===== src/rtl/fft_frame_pingpong_buffer.sv =====
// ---------------------------------------------------------------------------
// fft_frame_pingpong_buffer
//
// Collects a serial sample stream into FRAME_LEN-sample frames held in two
// ping-pong banks. While the FFT core consumes one complete frame (presented
// in parallel on out_data), the other bank keeps filling from the input.
//
// Optional feature (compile-time macro):
//   FFT_BITREV_WRITE_EN - when defined, each sample is written to the slot
//                         bit_reverse(wr_idx), so out_data carries the frame
//                         in bit-reversed order for a DIT butterfly stage.
//                         Handshake, flags and timing do not change.
//
// Parameters:
//   DATA_WIDTH  width of one sample
//   FRAME_LEN   samples per frame (power of two, >= 2)
//
// Ports:
//   clk        rising-edge clock
//   rst        asynchronous reset, active-high
//   flush      synchronous clear of frame state (bank contents kept)
//   in_valid   in_data holds a sample
//   in_data    input sample
//   in_ready   buffer accepts a sample this cycle
//   out_valid  a complete frame is on out_data
//   out_ready  consumer takes the frame this cycle
//   out_data   frame, sample slot k at [k*DATA_WIDTH +: DATA_WIDTH]
//   level      number of full banks (0..2)
//   full       both banks full
//   empty      no full bank and no partial frame
//   overrun    sticky: a sample was offered while in_ready was low
// ---------------------------------------------------------------------------
module fft_frame_pingpong_buffer #(
  parameter int DATA_WIDTH = 32,
  parameter int FRAME_LEN  = 16
) (
  input  logic                            clk,
  input  logic                            rst,
  input  logic                            flush,
  input  logic                            in_valid,
  input  logic [DATA_WIDTH-1:0]           in_data,
  output logic                            in_ready,
  output logic                            out_valid,
  input  logic                            out_ready,
  output logic [FRAME_LEN*DATA_WIDTH-1:0] out_data,
  output logic [1:0]                      level,
  output logic                            full,
  output logic                            empty,
  output logic                            overrun
);

  localparam int IDX_WIDTH = $clog2(FRAME_LEN);
  localparam logic [IDX_WIDTH-1:0] LAST_IDX = IDX_WIDTH'(FRAME_LEN - 1);
  localparam logic [IDX_WIDTH-1:0] ZERO_IDX = {IDX_WIDTH{1'b0}};
  localparam logic [IDX_WIDTH-1:0] ONE_IDX  = {{(IDX_WIDTH-1){1'b0}}, 1'b1};

  // Mirror an index across IDX_WIDTH bits (bit b <-> bit IDX_WIDTH-1-b).
  function automatic logic [IDX_WIDTH-1:0] bit_reverse(input logic [IDX_WIDTH-1:0] idx);
    logic [IDX_WIDTH-1:0] rev;
    rev = {IDX_WIDTH{1'b0}};
    for (int b = 0; b < IDX_WIDTH; b++) begin
      rev[b] = idx[IDX_WIDTH-1-b];
    end
    return rev;
  endfunction

  // Storage and frame-state registers
  logic [DATA_WIDTH-1:0] bank_r [2][FRAME_LEN];
  logic                  wr_bank_r;
  logic                  rd_bank_r;
  logic [IDX_WIDTH-1:0]  wr_idx_r;
  logic [1:0]            bank_full_r;
  logic                  overrun_r;

  // Combinational helpers
  logic                  in_ready_s;
  logic                  out_valid_s;
  logic                  accept_s;
  logic                  pop_s;
  logic                  frame_done_s;
  logic [IDX_WIDTH-1:0]  wr_addr_s;
  logic [1:0]            bank_full_nxt_s;
  logic [1:0]            level_s;
  logic [FRAME_LEN*DATA_WIDTH-1:0] out_data_s;

  // Handshake qualifiers; ready depends only on registered state, so a pop
  // frees the write side one cycle later rather than combinationally.
  always_comb begin
    in_ready_s   = ~bank_full_r[wr_bank_r];
    out_valid_s  = bank_full_r[rd_bank_r];
    accept_s     = in_valid & in_ready_s;
    pop_s        = out_valid_s & out_ready;
    frame_done_s = accept_s & (wr_idx_r == LAST_IDX);
  end

  // Write address: natural or bit-reversed slot order.
  always_comb begin
`ifdef FFT_BITREV_WRITE_EN
    wr_addr_s = bit_reverse(wr_idx_r);
`else
    wr_addr_s = wr_idx_r;
`endif
  end

  // Next bank_full: a fill-complete sets the write bank bit, a pop clears the
  // read bank bit. Fill needs the write bank empty and pop needs the read bank
  // full, so both can never target the same bit in one cycle.
  always_comb begin
    bank_full_nxt_s = bank_full_r;
    if (pop_s) begin
      bank_full_nxt_s[rd_bank_r] = 1'b0;
    end else begin
      bank_full_nxt_s = bank_full_nxt_s;
    end
    if (frame_done_s) begin
      bank_full_nxt_s[wr_bank_r] = 1'b1;
    end else begin
      bank_full_nxt_s = bank_full_nxt_s;
    end
  end

  // Sample storage; flush leaves contents untouched and blocks the write.
  always_ff @(posedge clk or posedge rst) begin
    if (rst) begin
      for (int b = 0; b < 2; b++) begin
        for (int k = 0; k < FRAME_LEN; k++) begin
          bank_r[b][k] <= {DATA_WIDTH{1'b0}};
        end
      end
    end else if (flush) begin
      bank_r <= bank_r;
    end else if (accept_s) begin
      bank_r[wr_bank_r][wr_addr_s] <= in_data;
    end else begin
      bank_r <= bank_r;
    end
  end

  // Frame bookkeeping: write index, bank pointers, full flags, overrun.
  always_ff @(posedge clk or posedge rst) begin
    if (rst) begin
      wr_bank_r   <= 1'b0;
      rd_bank_r   <= 1'b0;
      wr_idx_r    <= ZERO_IDX;
      bank_full_r <= 2'b00;
      overrun_r   <= 1'b0;
    end else if (flush) begin
      // Flush wins over accept/pop; the sample offered now is dropped silently.
      wr_bank_r   <= 1'b0;
      rd_bank_r   <= 1'b0;
      wr_idx_r    <= ZERO_IDX;
      bank_full_r <= 2'b00;
      overrun_r   <= 1'b0;
    end else begin
      bank_full_r <= bank_full_nxt_s;
      if (frame_done_s) begin
        wr_idx_r  <= ZERO_IDX;
        wr_bank_r <= ~wr_bank_r;
      end else if (accept_s) begin
        wr_idx_r  <= wr_idx_r + ONE_IDX;
      end else begin
        wr_idx_r  <= wr_idx_r;
      end
      if (pop_s) begin
        rd_bank_r <= ~rd_bank_r;
      end else begin
        rd_bank_r <= rd_bank_r;
      end
      if (in_valid && !in_ready_s) begin
        overrun_r <= 1'b1;
      end else begin
        overrun_r <= overrun_r;
      end
    end
  end

  // Flatten the read bank onto the parallel output bus.
  always_comb begin
    out_data_s = {(FRAME_LEN*DATA_WIDTH){1'b0}};
    for (int k = 0; k < FRAME_LEN; k++) begin
      out_data_s[k*DATA_WIDTH +: DATA_WIDTH] = bank_r[rd_bank_r][k];
    end
  end

  // Occupancy count from the two full flags.
  always_comb begin
    level_s = {1'b0, bank_full_r[0]} + {1'b0, bank_full_r[1]};
  end

  assign in_ready  = in_ready_s;
  assign out_valid = out_valid_s;
  assign out_data  = out_data_s;
  assign level     = level_s;
  assign full      = bank_full_r[0] & bank_full_r[1];
  assign empty     = (level_s == 2'd0) && (wr_idx_r == ZERO_IDX);
  assign overrun   = overrun_r;

endmodule


===== config.mk =====
export PLATFORM = sky130hd
export DESIGN_NAME = fft_frame_pingpong_buffer
export DESIGN_NICKNAME = d
export VERILOG_FILES = /design/src/rtl/fft_frame_pingpong_buffer.sv
export SDC_FILE = /design/constraint.sdc
export NUM_CORES = 2
export LEC_CHECK = 0
export BUFFER_PORTS_ARGS = -buffer_cell sky130_fd_sc_hd__buf_2
export CORE_UTILIZATION = 55
export CTS_CLUSTER_SIZE = 40
export DETAILED_ROUTE_END_ITERATION = 8
export GPL_ROUTABILITY_DRIVEN = 0
export PLACE_DENSITY = 0.77
export SYNTH_ARGS = -nofsm -noshare
export SYNTH_HDL_FRONTEND = slang
export SYNTH_SLANG_ARGS = --single-unit

===== constraint.sdc =====
create_clock -name clk -period 58.8 [get_ports clk]
set_input_delay 2.94 -clock clk [delete_from_list [all_inputs] [get_ports clk]]
set_output_delay 2.94 -clock clk [all_outputs]
set_load 0.02 [all_outputs]

# Yosys cells after proc, flatten, opt, wreduce, memory -nomap -nowiden

Index checks and enable logic that the tools add are counted.

Add/sub/neg operators: 2
Multiply operators: 0
Divide/modulo/power cells: 0
$lt $le $gt $ge: 9
Equality and inequality tests: 1
Shifts and indexed selects: 0
Mux-type cells: 28
Bitwise gates (word level): 14
Reductions and logical operators: 13

Operators by type and width:

| cell                  | number |
|---|---|
| $mux W512             | 4 |
| $bwmux W1024          | 1 |
| $demux W512 S1        | 1 |
| $demux W32 S4         | 1 |
| $mux W32              | 1 |
| $mux W1               | 12 |
| $mux W4               | 3 |
| $logic_and A1 B1 Y1   | 6 |
| $mux W2               | 3 |
| $reduce_bool A2 Y1    | 3 |
| $ge A5 B5 Y1 const B  | 1 |
| $lt A5 B1 Y1 const B  | 1 |
| $not A4 Y5            | 1 |
| $add A4 B1 Y4 const B | 1 |
| $and A1 B1 Y1         | 4 |
| $eq A4 B4 Y1 const B  | 1 |
| $ge A2 B2 Y1 const B  | 2 |
| $logic_not A4 Y1      | 1 |
| $lt A1 B2 Y1 const B  | 2 |
| $not A1 Y1            | 4 |
| $not A1 Y2            | 2 |
| $reduce_bool A3 Y1    | 1 |
| $add A1 B1 Y2         | 1 |
| $and A2 B2 Y2         | 1 |
| other kinds (7)       | 9 |

Register bits after elaboration: 1033
Bits in latches: 0
Bits in writable memories: 0
Bits in read-only memories: 0
Input port bits: 37
Output and inout bits: 519
Logic and storage cells: 104
Memories kept: 0

# Longest topological paths before layout

Word-level depth: 10
Depth in mapped cells: 6
Mapped depth without buffers: 5

# Least setup slack after synthesis

Ideal clock, no wire load.

Path type: register to output
Start: reg rd_bank_r
End: out out_data[0]
Arrival time: 1.565 ns
Required time: 55.860 ns
Slack: 54.295 ns
Stages on the path, launching flop included: 6
Buffers on the path: 4
Path through: dfrtp_1 > clkbuf_1 > clkbuf_1 > clkbuf_1 > buf_2 > mux2_2

Longest elaborated chain between the ends: 4

RTL lines:

| element                          | RTL line | RTL |
|---|---|---|
| from (decl)                      | 70       | `logic rd_bank_r;` |
| from (signal assigned)           | 165      | `rd_bank_r <= ~rd_bank_r;` |
| from (signal assigned)           | 167      | `rd_bank_r <= rd_bank_r;` |
| $not A1 Y2 (not written as such) | 181      | `out_data_s[k*DATA_WIDTH +: DATA_WIDTH] = bank_r[rd_bank_r][k];` |
| $mux W512 (3 in a row)           | n/a      |  |
| to (decl)                        | 45       | `output logic [FRAME_LEN*DATA_WIDTH-1:0] out_data,` |

No other way between the ends. The select of a mux whose other input is x is not followed.

# Worst setup path in the final report

Start: reg rd_bank_r
End: out out_data[379]

The elaborated chain is that of the path after synthesis.

==> impl_metrics.env <==
export IMPL_root_buffer="clkbuf_16"
export IMPL_die_w_um=290.0
export IMPL_ant_nets=0
export IMPL_pre_cts_ws_ps=51900
export IMPL_die_area_um2=84080
export IMPL_nNetsFinal=3409
export IMPL_hold_path_end="bank_r[369]$_DFFE_PP0P_"
export IMPL_setup_viol=0
export IMPL_cts_tree="built"
export IMPL_combPwrFrac=0.098
export IMPL_cap_violations=0
export IMPL_nFillCells=5941
export IMPL_finalMaxSlewViolations=0
export IMPL_antenna_found_initial=2
export IMPL_core_um2=82110
export IMPL_yosys_warnings=0
export IMPL_post_cts_resized=0
export IMPL_critPathKind="register to primary output"
export IMPL_hold_path_cell_count=1
export IMPL_cp_start_kind="register"
export IMPL_postCtsSetupBuffers=0
export IMPL_synth_edff_count=0
export IMPL_syn_area_um2=45610
export IMPL_wl_per_cell_um=26.07
export IMPL_gr_total_overflow=0
export IMPL_power_density_nw_per_um2=30.33
export IMPL_dp_hpwl_mm=75.31
export IMPL_start_util=0.5555
export IMPL_yosys_top_cells_area="dfrtp_1, mux2_2, buf_6"
export IMPL_htree_levels=3
export IMPL_worst_slew_pin_slew_ps=1231
export IMPL_async_flop_share=1.000
export IMPL_fin_cells=4520
export IMPL_skew_ps=23.06
export IMPL_avgSynthCellArea_um2=15.61
export IMPL_status="finished clean"
export IMPL_place_area_um2=48560
export IMPL_holdBufCountCts=0
export IMPL_synth_flop_cell="dfrtp_1"
export IMPL_placed_cells=4328
export IMPL_grt_usage=0.2814
export IMPL_holdWs_ps=477.7
export IMPL_yosysMostFrequentCell="mux2_2"
export IMPL_netlist_area_leader_share=0.5668
export IMPL_totalWireLength_mm=117.8
export IMPL_crit_arrival_ps=4350
export IMPL_vias=26167
export IMPL_worstSetupEndpointType="primary output"
export IMPL_fin_area_um2=52070
export IMPL_min_from="bank_r[369]$_DFFE_PP0P_"
export IMPL_area_growth_pct=14.16
export IMPL_finalCritPeriodShare=0.1240
export IMPL_switchingPower_mw=0.3821
export IMPL_cts_made_buffers=106
export IMPL_p_clk_frac=0.426
export IMPL_ys_seq_area_frac=0.5668
export IMPL_static_leakage_power_nw=27.59
export IMPL_synth_seq_cells=1033
export IMPL_grt_pass1_vias=28195
export IMPL_seq_power_share=0.476
export IMPL_first_pass_iters=4
export IMPL_synth_top_cells_by_count="mux2_2, dfrtp_1, clkbuf_1, buf_2, buf_6"
export IMPL_yosysTopAreaCell="dfrtp_1"
export IMPL_clk_latency_ps=650
export IMPL_crit_required_ps=55860
export IMPL_drc=0
export IMPL_setup_tns_final_ps=0
export IMPL_rr_worst_depth=4
export IMPL_initialDrtViolationCount=1329
export IMPL_synth_nets=2964
export IMPL_grt_pass1_wl_mm=180.1
export IMPL_dieHeight_um=290.0
export IMPL_ios=556
export IMPL_clock_sinks=1033
export IMPL_final_setup_worst_slack_ps=51510
export IMPL_crit_start="rd_bank_r$_DFFE_PP0P_"
export IMPL_rsz0062_at_grt="no"
export IMPL_numPortBuffers=555
export IMPL_fin_total_pwr_mw=1.579
export IMPL_min_path_type="register to register"
export IMPL_max_freq_ghz=0.1371
export IMPL_cp_max_fo=187
export IMPL_via_per_inst=5.789
export IMPL_ff2ff_setup_slack_ps=55580
export IMPL_fin_util=0.6341
export IMPL_clk_path_buf_depth=3
export IMPL_r2r_end="bank_r[345]$_DFFE_PP0P_"
export IMPL_p_int_mw=1.197
export IMPL_r2r_start="wr_addr_s[2]$_DFFE_PP0P_"
export IMPL_switching_share=0.2419
export IMPL_syn_inst=2921
export IMPL_grt_max_degree=195
export IMPL_hold_viol=0
export IMPL_fp_row_count=105
export IMPL_ir_worst_vdd_mv=0.02492
export IMPL_ys_types=36
export IMPL_fin_crit_ps=7293
export IMPL_relSlewSlack=0.1794
export IMPL_layout_drive_gt1_share=0.6627
export IMPL_clk_pin_slew_ps=60
[routing by layer]
metal  GRT usage  vias up  wire [um]
met5           0        -          0
met4      0.1109        0       4521
met3     0.05813      211       6218
met2      0.4705      673      58330
met1      0.3597    14002      48750
li1            -    11281          -
[final cells by class]
class	instances	area (um^2)	share of cell area
timing repair buffer	598	3151	0.06051
tap	1070	1339	0.02571
clock buffer	161	3142	0.06034
multi-input combinational	1618	18170	0.3491
inverter	9	41.29	0.0007930
sequential	1033	25850	0.4965
clock inverter	29	362.8	0.006969
antenna	2	5.005	0.00009612
[worst max path at each step]
stage | slack, ps | endpoint
after floorplan | 26790 | bank_full_r[0]$_DFF_PP0_
after global placement | 52100 | bank_r[185]$_DFFE_PP0P_
after CTS | 51530 | out_data[246]
after global routing | 51350 | out_data[209]
final | 51510 | out_data[379]
after detailed placement | 51900 | bank_r[249]$_DFFE_PP0P_
[placed cells by master (no fill, tap or decap), types with 5 or more instances in the layout]
master and instances:
mux2_2 1489, dfrtp_1 1032, buf_2 555, clkbuf_16 108, mux2_1 48, buf_4 39
clkbuf_1 29, clkbuf_8 24, nor3_4 22, clkinv_2 18, inv_1 8, bufinv_16 8
nor2_1 7, ha_1 6, nand4_1 5
[state kept, by name (all words and copies together), names as in the netlist]
name,flops
bank_full_r,2
wr_addr_s,4
bank_r,1024
wr_bank_r,1
rd_bank_r,1
overrun,1
[critical path: stages, from the launching register on]
cell and delay [ps]:
dfrtp_4 1000, buf_4 820, buf_12 710, mux2_2 440, buf_2 190
[power groups by stage]
| stage | clock network (mW) | logic [mW] | registers [mW] |
|---|---|---|---|
| 2_1_floorplan | 0 | 0.104 | 0.761 |
| 3_3_place_gp | 0 | 0.153 | 0.761 |
| 3_5_place_dp | 0 | 0.156 | 0.764 |
| 4_1_cts | 0.684 | 0.157 | 0.751 |
| 5_1_grt | 0.715 | 0.164 | 0.754 |
| 6_report | 0.673 | 0.155 | 0.751 |
[kinds of logic (layout without fill, tap and decap cells)]
group | Yosys count | in the layout | synth area share
buf+inv | 270 | 797 | 0.03476
mux | 1537 | 1537 | 0.3795
other cells | 0 | 2 | 0
simple gates | 61 | 61 | 0.01523
fa+ha+maj | 6 | 6 | 0.001646
compound gates | 14 | 14 | 0.002140
flops | 1033 | 1033 | 0.5668
(Power assumes the default switching activity.)
